<file path="src/rtl/alu_pkg.sv">
// Shared definitions for the sequential ALU: opcodes, FSM state encoding and
// flag bit positions inside the packed flag vector.
package alu_pkg;

  localparam logic [2:0] OP_ADD = 3'b000;
  localparam logic [2:0] OP_SUB = 3'b001;
  localparam logic [2:0] OP_AND = 3'b010;
  localparam logic [2:0] OP_OR  = 3'b011;
  localparam logic [2:0] OP_XOR = 3'b100;
  localparam logic [2:0] OP_SHL = 3'b101;
  localparam logic [2:0] OP_SHR = 3'b110;
  localparam logic [2:0] OP_MUL = 3'b111;

  typedef enum logic [0:0] {
    S_IDLE = 1'b0,
    S_MUL  = 1'b1
  } state_t;

  localparam int FLAG_Z = 0;
  localparam int FLAG_C = 1;
  localparam int FLAG_V = 2;
  localparam int FLAG_N = 3;
  localparam int FLAG_W = 4;

endpackage

</file>
<file path="src/rtl/mul_iter.sv">
// Iterative unsigned shift-add multiplier: one partial-product step per cycle.
// acc_next exposes the post-step accumulator so the caller can register the
// product on the same edge as the final step.
module mul_iter
  import alu_pkg::*;
#(
  parameter int N = 8
) (
  input  logic           clk,
  input  logic           rst_n,
  input  logic           load,
  input  logic           step,
  input  logic [N-1:0]   a,
  input  logic [N-1:0]   b,
  output logic [2*N-1:0] acc_next,
  output logic           last
);

  localparam int CW = (N > 2) ? $clog2(N) : 1;

  logic [2*N-1:0] acc_r;
  logic [N-1:0]   a_r;
  logic [CW-1:0]  cnt_r;
  logic [N:0]     sum_s;

  // Add the multiplicand into the upper half when the current multiplier bit is set, then shift right.
  always_comb begin
    sum_s    = {(N+1){1'b0}};
    acc_next = {(2*N){1'b0}};
    if (acc_r[0]) begin
      sum_s = {1'b0, acc_r[2*N-1:N]} + {1'b0, a_r};
    end else begin
      sum_s = {1'b0, acc_r[2*N-1:N]};
    end
    acc_next = {sum_s, acc_r[N-1:1]};
  end

  assign last = (cnt_r == CW'(N-1));

  // Accumulator, multiplicand and iteration counter.
  always_ff @(posedge clk) begin
    if (!rst_n) begin
      acc_r <= {(2*N){1'b0}};
      a_r   <= {N{1'b0}};
      cnt_r <= {CW{1'b0}};
    end else if (load) begin
      acc_r <= {{N{1'b0}}, b};
      a_r   <= a;
      cnt_r <= {CW{1'b0}};
    end else if (step) begin
      acc_r <= acc_next;
      if (last) begin
        cnt_r <= {CW{1'b0}};
      end else begin
        cnt_r <= cnt_r + {{(CW-1){1'b0}}, 1'b1};
      end
    end else begin
      acc_r <= acc_r;
      a_r   <= a_r;
      cnt_r <= cnt_r;
    end
  end

endmodule

</file>
<file path="src/rtl/alu_secuencial.sv">
// N-bit multi-cycle ALU with start/done handshake and registered result/NZCV.
// Single-cycle ops complete one edge after start; MUL takes N edges.
module alu_secuencial
  import alu_pkg::*;
#(
  parameter int N   = 8,
  parameter int SHW = $clog2(N)
) (
  input  logic         clk,
  input  logic         rst_n,
  input  logic         start,
  input  logic [2:0]   operation,
  input  logic [N-1:0] SrcA,
  input  logic [N-1:0] SrcB,
  output logic         ready,
  output logic         done,
  output logic [N-1:0] result,
  output logic         Z,
  output logic         C,
  output logic         V,
  output logic         N_flag
);

  state_t              state_r;
  logic                ready_r;
  logic                done_r;
  logic [N-1:0]        result_r;
  logic [FLAG_W-1:0]   flags_r;

  logic [N:0]          ext_s;
  logic [N-1:0]        alu_res_s;
  logic                alu_c_s;
  logic                alu_v_s;
  logic [FLAG_W-1:0]   alu_flags_s;
  logic [SHW-1:0]      shamt_s;

  logic                mul_load_s;
  logic                mul_step_s;
  logic [2*N-1:0]      mul_acc_next_s;
  logic                mul_last_s;
  logic [FLAG_W-1:0]   mul_flags_s;

  assign shamt_s    = SrcB[SHW-1:0];
  assign mul_load_s = (state_r == S_IDLE) && start && (operation == OP_MUL);
  assign mul_step_s = (state_r == S_MUL);

  mul_iter #(.N(N)) u_mul (
    .clk      (clk),
    .rst_n    (rst_n),
    .load     (mul_load_s),
    .step     (mul_step_s),
    .a        (SrcA),
    .b        (SrcB),
    .acc_next (mul_acc_next_s),
    .last     (mul_last_s)
  );

  // Single-cycle datapath; shifts run one bit wider so the ejected bit lands in the extension.
  always_comb begin
    ext_s     = {(N+1){1'b0}};
    alu_res_s = {N{1'b0}};
    alu_c_s   = 1'b0;
    alu_v_s   = 1'b0;
    case (operation)
      OP_ADD: begin
        ext_s     = {1'b0, SrcA} + {1'b0, SrcB};
        alu_res_s = ext_s[N-1:0];
        alu_c_s   = ext_s[N];
        alu_v_s   = (SrcA[N-1] == SrcB[N-1]) && (ext_s[N-1] != SrcA[N-1]);
      end
      OP_SUB: begin
        ext_s     = {1'b0, SrcA} + {1'b0, ~SrcB} + {{N{1'b0}}, 1'b1};
        alu_res_s = ext_s[N-1:0];
        alu_c_s   = ext_s[N];
        alu_v_s   = (SrcA[N-1] != SrcB[N-1]) && (ext_s[N-1] != SrcA[N-1]);
      end
      OP_AND: alu_res_s = SrcA & SrcB;
      OP_OR:  alu_res_s = SrcA | SrcB;
      OP_XOR: alu_res_s = SrcA ^ SrcB;
      OP_SHL: begin
        ext_s     = {1'b0, SrcA} << shamt_s;
        alu_res_s = ext_s[N-1:0];
        alu_c_s   = ext_s[N];
      end
      OP_SHR: begin
        ext_s     = {SrcA, 1'b0} >> shamt_s;
        alu_res_s = ext_s[N:1];
        alu_c_s   = ext_s[0];
      end
      default: begin
        ext_s     = {(N+1){1'b0}};
        alu_res_s = {N{1'b0}};
      end
    endcase
  end

  // Flag vectors for the single-cycle and multiply completions.
  always_comb begin
    alu_flags_s         = {FLAG_W{1'b0}};
    alu_flags_s[FLAG_Z] = (alu_res_s == {N{1'b0}});
    alu_flags_s[FLAG_C] = alu_c_s;
    alu_flags_s[FLAG_V] = alu_v_s;
    alu_flags_s[FLAG_N] = alu_res_s[N-1];
    mul_flags_s         = {FLAG_W{1'b0}};
    mul_flags_s[FLAG_Z] = (mul_acc_next_s[N-1:0] == {N{1'b0}});
    mul_flags_s[FLAG_C] = (mul_acc_next_s[2*N-1:N] != {N{1'b0}});
    mul_flags_s[FLAG_V] = 1'b0;
    mul_flags_s[FLAG_N] = mul_acc_next_s[N-1];
  end

  // Control FSM with registered handshake, result and flags.
  always_ff @(posedge clk) begin
    if (!rst_n) begin
      state_r  <= S_IDLE;
      ready_r  <= 1'b1;
      done_r   <= 1'b0;
      result_r <= {N{1'b0}};
      flags_r  <= {FLAG_W{1'b0}};
    end else begin
      done_r <= 1'b0;
      case (state_r)
        S_IDLE: begin
          if (start && (operation == OP_MUL)) begin
            state_r <= S_MUL;
            ready_r <= 1'b0;
          end else if (start) begin
            done_r   <= 1'b1;
            result_r <= alu_res_s;
            flags_r  <= alu_flags_s;
          end else begin
            ready_r <= 1'b1;
          end
        end
        S_MUL: begin
          if (mul_last_s) begin
            state_r  <= S_IDLE;
            ready_r  <= 1'b1;
            done_r   <= 1'b1;
            result_r <= mul_acc_next_s[N-1:0];
            flags_r  <= mul_flags_s;
          end else begin
            ready_r <= 1'b0;
          end
        end
        default: begin
          state_r <= S_IDLE;
          ready_r <= 1'b1;
        end
      endcase
    end
  end

  assign ready  = ready_r;
  assign done   = done_r;
  assign result = result_r;
  assign Z      = flags_r[FLAG_Z];
  assign C      = flags_r[FLAG_C];
  assign V      = flags_r[FLAG_V];
  assign N_flag = flags_r[FLAG_N];

endmodule

</file>
<file path="config.mk">
export PLATFORM = sky130hd
export DESIGN_NAME = alu_secuencial
export DESIGN_NICKNAME = d
export VERILOG_FILES = /design/src/rtl/alu_pkg.sv /design/src/rtl/mul_iter.sv /design/src/rtl/alu_secuencial.sv
export SDC_FILE = /design/constraint.sdc
export NUM_CORES = 1
export LEC_CHECK = 0
export ABC_AREA = 0
export BUFFER_PORTS_ARGS = -buffer_cell sky130_fd_sc_hd__buf_2
export CORE_ASPECT_RATIO = 1.5
export CORE_UTILIZATION = 35
export CTS_BUF_LIST = sky130_fd_sc_hd__clkbuf_16
export CTS_CLUSTER_DIAMETER = 150
export DETAILED_ROUTE_END_ITERATION = 10
export HOLD_SLACK_MARGIN = 0.08
export PLACE_DENSITY = 0.57
export SYNTH_ARGS = -nofsm -noshare
export SYNTH_HDL_FRONTEND = slang
export SYNTH_HIERARCHICAL = 1
export SYNTH_SLANG_ARGS = --single-unit
</file>
<file path="constraint.sdc">
create_clock -name clk -period 3.65 [get_ports clk]
set_input_delay 0.73 -clock clk [delete_from_list [all_inputs] [get_ports clk]]
set_output_delay 0.73 -clock clk [all_outputs]
set_load 0.01 [all_outputs]
</file>
* After elaboration in Yosys (flattened, before gate mapping)
Cells that the tools add are included.
Word-level totals: flip-flop bits (word level) 42, bits in latches 0, RAM bits 0, ROM bits 0, bits of input ports 22, output and inout bits 14, logic and storage cells 75, memories 0
Operators by class: add/sub/neg operators 5, $mul 0, divide/modulo/power cells 0, order comparisons 0, equality and inequality tests 16, shift-type cells 2, mux-type cells 25, bitwise operators 6, reduce and logical (&&, ||, !) cells 12
Operators by type and width (count):
- one-hot mux 8 bit (7 select lines) | 1
- 2-to-1 mux 8 bit | 5
- adder 8 x 8 -> 9 bit | 3
- zero test 8 bit | 2
- one-hot mux 8 bit (2 select lines) | 1
- == test 3 bit (second input constant) | 5
- 2-to-1 mux 4 bit | 3
- adder 9 x 1 -> 9 bit (second input constant) | 1
- 2-to-1 mux 9 bit | 1
- << shifter 8 x 3 -> 9 bit | 1
- >> shifter 9 x 3 -> 9 bit | 1
- bitwise AND 8 bit | 1
- inverter 8 bit | 1
- bitwise OR 8 bit | 1
- one-hot mux 1 bit (2 select lines) | 4
- one-hot mux 4 bit (2 select lines) | 1
- nonzero test 8 bit | 1
- bitwise XOR 8 bit | 1
- 2-to-1 mux 1 bit | 7
- == test 3 x 2 -> 1 bit (second input constant) | 2
- logical AND 1 bit | 5
- inequality test 2 bit (second input constant) | 2
- one-hot mux 1 bit (4 select lines) | 1
- adder 3 x 1 -> 3 bit (second input constant) | 1
- other kinds (11) | 14

* Logic depth before layout (Yosys ltp)
depth after elaboration 9, depth in mapped cells 12, gate-level depth less buffers 12

* Cells and area by module
The synthesis kept the hierarchy.
Modules (own cells, without submodules):
- alu_secuencial | times used 1, cells an instance 324, area an instance 2476.1 sq um, seq. area each 280.3 sq um
- mul_iter | times used 1, cells an instance 180, area an instance 1617.8 sq um, seq. area each 540.5 sq um

* Worst setup path before layout
Ideal clock, no wire load.
kind input to register, start input port SrcB[1], end register flags_r[0], library setup time 117 ps, data arrival time 2834 ps, data required time 3533 ps, slack 698 ps, stages on the path 9, path buffers 1, path through buf_2 inv_1 ha_1 or2_2 a2111oi_2 o22ai_1 o31a_1 and3_1 a32o_1
On the way: longest elaborated chain between the ends 8, elaborated cells between the ends (all ways) 14, those cells by class 3 x add/sub; 2 x shift; 4 x mux; 4 x bitwise; 1 x reduce/logical
RTL lines:
- start, declared | RTL line alu_secuencial.sv:14 | input logic [N-1:0] SrcB,
- inverter 8 bit | RTL line alu_secuencial.sv:72 | ext_s = {1'b0, SrcA} + {1'b0, ~SrcB} + {{N{1'b0}}, 1'b1};
- adder 8 x 8 -> 9 bit | RTL line alu_secuencial.sv:72
- adder 9 x 1 -> 9 bit | RTL line alu_secuencial.sv:72
- one-hot mux 8 bit (7 select lines) (*) | RTL line alu_secuencial.sv:64 | case (operation)
- zero test 8 bit (*) | RTL line alu_secuencial.sv:100 | alu_flags_s[FLAG_Z] = (alu_res_s == {N{1'b0}});
- 2-to-1 mux 4 bit (*) | RTL line alu_secuencial.sv:126 | end else if (start) begin
- 2-to-1 mux 4 bit (*) | RTL line alu_secuencial.sv:123 | if (start && (operation == OP_MUL)) begin
- one-hot mux 4 bit (2 select lines) (*) | RTL line alu_secuencial.sv:121 | case (state_r)
- end signal, assigned | RTL line alu_secuencial.sv:118 | flags_r <= {FLAG_W{1'b0}};
- end signal, assigned | RTL line alu_secuencial.sv:129 | flags_r <= alu_flags_s;
- end signal, assigned | RTL line alu_secuencial.sv:140 | flags_r <= mul_flags_s;
- end, declared | RTL line alu_secuencial.sv:28 | logic [FLAG_W-1:0] flags_r;
Every way passes the cells marked *; elsewhere a longest branch is shown, timed or not. The select of a mux whose other input is x is not followed. A chain may end at the register's enable or synchronous reset.

* Worst setup path after layout
start input port SrcB[2], end register flags_r[0]
Same word-level chain as after synthesis.

==> impl_metrics.py <==
metrics = {
    "synthesis": {
        "synth_edf_count": 0,
        "synth_top_family_by_area": "compound AO/OA/AOI/OAI gates",
        "syn-num-nets": 564,
        "synth.cell_area_mm2": 0.00409,
        "ys_warn_count": 6,
        "synthTopCellsByCount": "nor2_1 (42), dfxtp_1 (41), mux2i_1 (36)",
        "syn_avg_cell_area_um2": 8.12,
        "synthSimpleGateAreaFrac_pct": 18.9,
        "ys_types": 70,
        "synth_compound_area_share_pct": 23.6,
        "yosysMostFrequentCell": "nor2_1",
        "seq_area_frac_synth_pct": 20.0,
        "muxShareOfSynthArea_pct": 15.1,
        "synth_seq_cells": 41,
        "yosys.area_share.xor_xnor_pct": 2.14,
        "synthCells": 504,
        "synthArstFlopShare_pct": 0,
        "synth_adder_area_share_pct": 12.2,
        "yosys-top-cells-area": "dfxtp_1 (20%), ha_1 (11%), mux2i_1 (8.8%)",
        "synth.top_cell.area_share_pct": 20.0,
        "yosys_most_used_dff": "dfxtp_1",
        "synth_top_cell_by_area": "dfxtp_1",
    },
    "clock_network": {
        "cts_resized": 0,
        "cts_tree": "done",
        "cts-hold-fix-buffers": 0,
        "worstSkewPairLatency_ps": 290,
        "cts_sinks": 41,
        "clockBufferDepth": 2,
        "root_buffer": "clkbuf_16",
        "htree_levels": 2,
        "path_clk_slew_ps": 60,
        "cts-buffers-inserted": 5,
        "post_cts_buffers": 0,
    },
    "grt": {
        "first_global_vias": 3716,
        "grt_start_max_net_pins": 35,
        "grt_usage_pct": 19.8,
        "antenna_found_initial": 0,
        "grt_first_pass_wirelength_um": 18900,
        "grt_overflow": 0,
    },
    "setup_path": {
        "crit_type": "in2reg",
        "critPathSlowestCell": "a2111oi_2",
        "worstPathCellList": "buf_2 > inv_2 > ha_1 > nor2b_1 > a2111oi_2 > o22ai_1 > o31a_1 > and3_1 > a32o_1",
        "worstSetupStartpointType": "primary input",
        "crit_path_max_incr_delay_ps": 480,
        "worstPathMaxFanout": 14,
        "crit_path_end_kind": "register",
        "cp.arrival_ps": 3200,
        "crit_required_ps": 3830,
        "r2r_cells": 12,
    },
    "layout": {
        "drive_gt1_share_pct": 14.1,
        "n_antenna_cell": 0,
        "syn_to_final_growth_pct": 9.47,
        "final_area_mm2": 0.00448,
        "finalNetCount": 576,
    },
    "routing": {
        "dr.pass1.iters": 5,
        "avgViaCountPerCell": 5.67,
        "via_count": 3781,
        "drc_errors": 0,
        "drt_wl_total_um": 11800,
        "antenna_left": 0,
        "drt_iter0_drc": 283,
        "wl_per_cell_um": 17.7,
    },
    "timing": {
        "rsz0062_at_grt": "no",
        "fin_crit_sh_pct": 82.7,
        "tightest_slew_ps": 768,
        "fin_skew_ps": 6.14,
        "fmax_ghz": 0.331,
        "slew_headroom_pct": 48.7,
        "final_hold_viol_count": 0,
        "setup_tns_ps": 0,
        "slew_violations": 0,
        "fin_crit_ps": 3020,
        "setup_viol": 0,
    },
    "placement": {
        "gp_congestion": 0.941,
        "dp_hpwl_um": 9180,
        "io_buffer_count": 35,
        "placed_cell_area_mm2": 0.00431,
    },
    "power": {
        "powerDensity_mw_per_mm2": 306,
        "ir_drop_v": 0.000252,
        "power_leakage_nw": 1.87,
    },
    "worst_hold_path": {
        "holdCritPathClass": "reg2reg",
        "holdPathStages": 2,
    },
    "floorplan": {
        "start_util_pct": 35.7,
        "dieArea_mm2": 0.0121,
        "ios": 36,
        "fp.coreArea_mm2": 0.0115,
        "die_y_um": 134,
        "chipWidth_um": 90.3,
        "rows": 48,
    },
    "run_status": {
        "status": "finished, final reports clean",
    },
    "run": {
        "max_cap_violations": 0,
    },
}
routing by layer:
layer | routed length [um] | track usage [%] | vias up | share of wire [%]
li1 | - | - | 1841 | -
met1 | 4660 | 21.1 | 1813 | 40
met2 | 6220 | 36.9 | 94 | 53
met3 | 293 | 2.08 | 33 | 2.5
met4 | 620 | 12.9 | 0 | 5.3
met5 | 0 | 0 | - | 0
state kept, by name (all words and copies together) (netlist names):
signal and count:
u_mul/cnt_r 3, mul_step_s 1, flags_r 3, u_mul/a_r 8
done 1, u_mul/acc_r 16, ready 1, result 8
cells by family (layout without fill, tap and decap cells):
kind of cell,count (synthesis),count (layout)
DFF,41,41
buffers and inverters,72,85
muxes,49,49
and+or+nand+nor,154,154
AOI/OAI and AO/OA,140,140
adders and majority gates,38,38
xor gates and xnor gates,10,10
placed cells by master (no fill, tap or decap), types with 13 or more instances in the layout:
cell and count:
nand2_1 33, mux2i_1 36, nor2b_1 13, and2_1 13, nor2_1 41, a21oi_1 28
buf_2 35, inv_1 34, o21ai_0 28, dfxtp_1 41, nand3_1 13, ha_1 35
worst paths after layout:
path              slack [ps]      startpoint          to
hold / removal           470       result[0]   result[0]
hold reg to reg          470       result[0]   result[0]
setup reg to reg         910  u_mul/acc_r[8]  flags_r[1]
setup / recovery         630         SrcB[2]  flags_r[0]
power breakdown:
part / internal (W) / total, W / switching [W]
logic: 0.000154 / 0.000386 / 0.000232
clock network: 0.000321 / 0.000508 / 0.000186
registers: 0.000464 / 0.000479 / 0.0000146
layout make-up:
class	count	area [um2]
timing repair buffer	42	228
sequential	41	821
tap	150	188
multi-input combinational	391	2950
clock buffer	5	125
inverter	35	131
fill	1221	6990
clock inverter	3	42.5
critical path, delay by kind of cell:
family	cells	cell delay (ps)
compound gates	4	1260
buf+inv	2	380
fa+ha+maj	1	430
simple gates	2	390
through the flow:
step / power (W) / worst slack, ps / utilization [%] / std cells / hold WS, ps
4_1_cts: 0.00138 / 687 / 39.1 / 667 / 468
6_report: 0.00137 / 633 / 39.1 / 667 / 466
2_1_floorplan: 0.000756 / 698 / - / 504 / 463
5_1_grt: 0.00143 / 514 / 39.1 / 667 / 499
3_3_place_gp: 0.000868 / 480 / 37.6 / 659 / 452
3_5_place_dp: 0.000871 / 384 / 37.6 / 659 / 461
(Power assumes the default switching activity.)
